===== src/rtl/nested_loop_counter.sv =====
// nested_loop_counter: two-level index generator (inner fastest, outer slowest).
// A scan walks (inner,outer) from (0,0) up to (inner limit, outer limit), one
// beat per accepted en_i. done_o pulses the cycle after the terminal beat.
// Optional build macro NESTED_LOOP_COUNTER_RUNTIME_LIMIT_EN replaces the
// constant limits with inner_max_i/outer_max_i sampled at scan start.
module nested_loop_counter #(
  parameter int unsigned WORD_SIZE = 16,
  parameter int unsigned INNER_MAX = 10,
  parameter int unsigned OUTER_MAX = 3
) (
  input  logic                 clk_i,
  input  logic                 reset_i,
  input  logic                 start_i,
  input  logic                 en_i,
  input  logic                 abort_i,
`ifdef NESTED_LOOP_COUNTER_RUNTIME_LIMIT_EN
  input  logic [WORD_SIZE-1:0] inner_max_i,
  input  logic [WORD_SIZE-1:0] outer_max_i,
`endif
  output logic [WORD_SIZE-1:0] inner_o,
  output logic [WORD_SIZE-1:0] outer_o,
  output logic                 busy_o,
  output logic                 last_o,
  output logic                 done_o
);

  // Elaboration-time guard: limits must be representable in WORD_SIZE bits.
  if (WORD_SIZE == 0) begin : g_bad_width
    $error("nested_loop_counter: WORD_SIZE must be at least 1");
  end
  if ((INNER_MAX >> WORD_SIZE) != 0) begin : g_bad_inner
    $error("nested_loop_counter: INNER_MAX does not fit in WORD_SIZE bits");
  end
  if ((OUTER_MAX >> WORD_SIZE) != 0) begin : g_bad_outer
    $error("nested_loop_counter: OUTER_MAX does not fit in WORD_SIZE bits");
  end

  typedef enum logic [0:0] {StIdle, StCount} state_e;

  state_e               state_q;
  logic [WORD_SIZE-1:0] inner_q;
  logic [WORD_SIZE-1:0] outer_q;
  logic                 done_q;
  logic [WORD_SIZE-1:0] inner_lim;
  logic [WORD_SIZE-1:0] outer_lim;
  logic                 inner_at_lim;
  logic                 last;

`ifdef NESTED_LOOP_COUNTER_RUNTIME_LIMIT_EN
  logic [WORD_SIZE-1:0] inner_lim_q;
  logic [WORD_SIZE-1:0] outer_lim_q;

  assign inner_lim = inner_lim_q;
  assign outer_lim = outer_lim_q;
`else
  assign inner_lim = WORD_SIZE'(INNER_MAX);
  assign outer_lim = WORD_SIZE'(OUTER_MAX);
`endif

  assign inner_at_lim = (inner_q == inner_lim);
  assign last         = (state_q == StCount) && inner_at_lim && (outer_q == outer_lim);

  // Scan FSM: state, indices, done pulse and (optionally) captured limits.
  always_ff @(posedge clk_i or posedge reset_i) begin
    if (reset_i) begin
      state_q     <= StIdle;
      inner_q     <= '0;
      outer_q     <= '0;
      done_q      <= 1'b0;
`ifdef NESTED_LOOP_COUNTER_RUNTIME_LIMIT_EN
      inner_lim_q <= '0;
      outer_lim_q <= '0;
`endif
    end else begin
      done_q <= 1'b0;
      unique case (state_q)
        StIdle: begin
          inner_q <= '0;
          outer_q <= '0;
          if (start_i) begin
            state_q <= StCount;
`ifdef NESTED_LOOP_COUNTER_RUNTIME_LIMIT_EN
            inner_lim_q <= inner_max_i;
            outer_lim_q <= outer_max_i;
`endif
          end
        end
        StCount: begin
          if (abort_i) begin
            // Abort wins over en_i/start_i and suppresses done_o.
            state_q <= StIdle;
            inner_q <= '0;
            outer_q <= '0;
          end else if (en_i) begin
            if (last) begin
              inner_q <= '0;
              outer_q <= '0;
              done_q  <= 1'b1;
              if (start_i) begin
                // Back-to-back scan: stay in COUNT, new scan begins at (0,0).
`ifdef NESTED_LOOP_COUNTER_RUNTIME_LIMIT_EN
                inner_lim_q <= inner_max_i;
                outer_lim_q <= outer_max_i;
`endif
              end else begin
                state_q <= StIdle;
              end
            end else if (inner_at_lim) begin
              inner_q <= '0;
              outer_q <= outer_q + WORD_SIZE'(1);
            end else begin
              inner_q <= inner_q + WORD_SIZE'(1);
            end
          end
        end
        default: begin
          state_q <= StIdle;
          inner_q <= '0;
          outer_q <= '0;
        end
      endcase
    end
  end

  assign inner_o = inner_q;
  assign outer_o = outer_q;
  assign busy_o  = (state_q == StCount);
  assign last_o  = last;
  assign done_o  = done_q;

endmodule


===== config.mk =====
export PLATFORM = sky130hd
export DESIGN_NAME = nested_loop_counter
export DESIGN_NICKNAME = d
export VERILOG_FILES = /design/src/rtl/nested_loop_counter.sv
export SDC_FILE = /design/constraint.sdc
export NUM_CORES = 1
export LEC_CHECK = 0
export CAP_MARGIN = 20
export CORE_ASPECT_RATIO = 0.75
export CORE_MARGIN = 2
export CORE_UTILIZATION = 31
export DETAILED_ROUTE_END_ITERATION = 8
export HOLD_SLACK_MARGIN = 0.08
export PLACE_DENSITY = 0.51
export SLEW_MARGIN = 10
export SYNTH_ARGS = -nofsm -noshare
export SYNTH_HDL_FRONTEND = slang
export SYNTH_SLANG_ARGS = --single-unit

===== constraint.sdc =====
create_clock -name clk_i -period 5.7 [get_ports clk_i]
set_clock_uncertainty 0.1 [all_clocks]
set_input_delay 1.425 -clock clk_i [delete_from_list [all_inputs] [get_ports clk_i]]
set_output_delay 1.425 -clock clk_i [all_outputs]
set_load 0.005 [all_outputs]

==> impl_metrics.csv <==
group,metric,value,unit
sta,slew_viol_final,0,
synth,synth-seq-area-share,45.3,%
sta,max_frequency,253,MHz
place,hpwlAfterDp,3.28,mm
clock_tree,clkSlewWorstSetupHoldPaths,70,ps
place,placed_cells_incl_taps,306,
grt,via_count_of_the_first_global_routing_pass,1481,
sta,slew-limit-headroom,52.3,%
detailed_routing,detail_route.drc_violations,0,
place,dp_slack,2020,ps
clock_tree,holdBufCountCts,0,
setup_path,critical_path.reg2reg.endpoint,"outer_o[10]$_DFFE_PP0P_",
synth,synth-edff-count,0,
grt,grt_antenna_before_repair,0,
hold_path,hp-class,"reg -> reg",
sta,final.min_clock_period,3950,ps
grt,grt_start_max_net_pins,35,
die,placement_rows,24,
place,buffer_ports.inserted,39,
cells_and_area,post_route_cells_drive_above_1_share,5.56,%
sta,final-setup-viol-count,0,
setup_path,timing.reg2reg.setup_slack,3510,ps
setup_path,start_kind,"register",
synth,netlist-cell-type-count,36,
power_and_ir_drop,p_per_area,184,nW/µm²
place,place.gp.congestion,0.737,
die,die_width,93.8,µm
sta,report.final.hold_viol_count,0,
synth,yosys_warnings,0,
die,core_area,5830,µm²
setup_path,crit_path_end_kind,"output pin",
setup_path,critPathArrivalTime,2430,ps
hold_path,cell_depth_of_the_worst_hold_path,2,
cells_and_area,insertedDiodeCount,0,
clock_tree,cts_post_setup_buffers_inserted,0,
die,die-height,71.4,µm
detailed_routing,drt-wirelength-per-cell,14.5,µm
clock_tree,tritoncts.num_buffers,5,
outcome,status,"finished, final reports clean",
synth,synth.avg_cell_area,9.62,µm²
detailed_routing,drt_pre_antenna_iters,4,
setup_path,timing.critical_path.fanout_max,8,
clock_tree,post_cts_resized,0,
detailed_routing,postRouteWirelength,4.51,mm
detailed_routing,dr.first_iter.drc_count,60,
cells_and_area,final_nets,243,
synth,synth.ff_latch_count,34,
die,ioPinCount,40,
synth,post_synth_instance_area,1880,µm²
setup_path,timing.critical_path.required,4180,ps
cells_and_area,layout.cells.non_filler,312,
synth,synth_area_leaders,"sky130_fd_sc_hd__dfrtp_1 (45%), sky130_fd_sc_hd__xor2_1 (7.9%), sky130_fd_sc_hd__nor2_1 (5.2%)",
synth,synth_top_area_share,45.3,%
cells_and_area,flow.area_growth_from_synthesis,29.1,%
grt,globalRouteOverflowTotal,0,
clock_tree,cts_tree,"yes",
sta,total_negative_setup_slacks,0,ps
setup_path,critical_path.reg2reg.startpoint,"outer_o[0]$_DFFE_PP0P_",
job,drv.max_cap_violation_count,0,
synth,synth_top_cell_by_area,"sky130_fd_sc_hd__dfrtp_1",
sta,crit_share_post_route,69.4,%
synth,syn-num-nets,203,
synth,dominantRegCellSynth,"sky130_fd_sc_hd__dfrtp_1",
detailed_routing,num_vias,1546,
die,initial_utilization,32.2,%
setup_path,worst-r2r-cell-count,6,
detailed_routing,drtAntennaViolNets,0,
hold_path,holdCritStartpoint,"outer_o[15]$_DFFE_PP0P_",
synth,synth-async-reset-ratio,100,%
synth,number_of_instances_in_the_synthesized_netlist,195,
sta,unrepaired_setup_endpoints_after_global_routing,"false",
clock_tree,clock-root-buffer,"sky130_fd_sc_hd__clkbuf_8",
grt,grt.total_usage,14.4,%
die,die-area,6700,µm²
detailed_routing,vias_per_cell,4.96,
setup_path,crit_type,"reg -> out",
clock_tree,clock_tree.htree_level_count,2,
clock_tree,clock_insertion_delay_worst_skew,280,ps
setup_path,worst_setup_path_startpoint,"outer_o[0]$_DFFE_PP0P_",
clock_tree,clock-sinks,34,
sta,layout_setup_ws,1750,ps
power_and_ir_drop,vdd_ir_drop_max,0.000101,V
sta,timing_worst_slew_pin_value,714,ps
clock_tree,ctsLongestPathBuffers,2,
grt,grt_pass1_wl,7.56,mm
hold_path,worstHoldEndpoint,"outer_o[15]$_DFFE_PP0P_",
power_and_ir_drop,cellLeakagePower,0.949,nW
[stage by stage]
step	hold slack [ps]	util (%)	cell area, µm²	power [mW]
finish	481	41.6	2420	0.445
global route	529	41.6	2420	0.463
CTS	488	41.6	2420	0.451
detailed placement	470	40.2	2340	0.276
global placement	467	40.2	2340	0.277
floorplan	446	-	1880	0.264
[cell type report]
cell class / count / area [µm²]
Inverter: 6 / 22.5
Sequential cell: 34 / 851
Clock buffer: 6 / 82.6
Fill cell: 620 / 3400
Multi-Input combinational cell: 148 / 971
Timing Repair Buffer: 40 / 398
Tap cell: 78 / 97.6
[kinds of logic after synthesis]
logic type                 count (synthesis)  synth area share (%)
adders and majority gates                  3                  2.00
AOI/OAI and AO/OA                         27                  9.27
xor gates and xnor gates                  23                  10.7
buffers and inverters                     13                  2.93
DFF                                       34                  45.3
and+or+nand+nor                           95                  29.7
[per-layer routing]
metal / wire [µm] / up-vias / track usage [%]
met5: 0 / - / 0
met4: 41 / 0 / 2.90
met3: 186 / 4 / 4.10
met2: 1880 / 27 / 19.7
met1: 2400 / 735 / 22.6
li1: - / 780 / -
[cell usage in the layout (no fill, tap or decap), drive strengths merged, types with 6 or more instances in the layout]
master         netlist  layout
a21oi                7       7
clkbuf               5       6
clkdlybuf4s50        0      39
dfrtp               34      34
inv                  6       6
nand2               17      17
nand3                6       6
nand4               12      12
nor2                26      26
nor4                 6       6
o211ai               6       6
o21ai                8       8
xnor2                6       6
xor2                17      17
[power breakdown]
part / total (mW) / leakage [nW] / switching [mW] / internal (mW)
Sequential: 0.245 / 0.472 / 0.00247 / 0.243
Clock: 0.173 / 0.0431 / 0.0802 / 0.0931
Combinational: 0.0261 / 0.434 / 0.0181 / 0.00808
Total: 0.445 / 0.949 / 0.101 / 0.344
[synth_stat cells, drive strengths merged, types with 3 or more instances]
cell	n
ha	3
o21ai	8
xnor2	6
nor3	4
nor2	26
nor4	6
o2111ai	3
or3	4
o211ai	6
nor4b	3
xor2	17
a21oi	7
nand2	17
nand3	6
clkbuf	5
nand4	12
nor3b	4
and4	4
inv	6
dfrtp	34
[state kept, by name (all words and copies together), names as in the netlist]
| name | flops |
|---|---|
| inner_o | 16 |
| outer_o | 16 |
| busy_o | 1 |
| done_o | 1 |
[how the worst max path moves through the flow]
stage / end / cells past startpoint
4_1_cts: last_o / 5
2_1_floorplan: last_o / 4
5_1_grt: last_o / 5
3_5_place_dp: last_o / 5
3_3_place_gp: last_o / 5
6_report: last_o / 5
[critical path, cell delays in order (launching register included)]
cell and delay [ps]:
sky130_fd_sc_hd__dfrtp_1 420, sky130_fd_sc_hd__ha_1 350, sky130_fd_sc_hd__nor4b_1 300, sky130_fd_sc_hd__and4_1 300, sky130_fd_sc_hd__nor2b_1 230, sky130_fd_sc_hd__clkdlybuf4s50_1 540
Power figures use the tool's default switching activity.
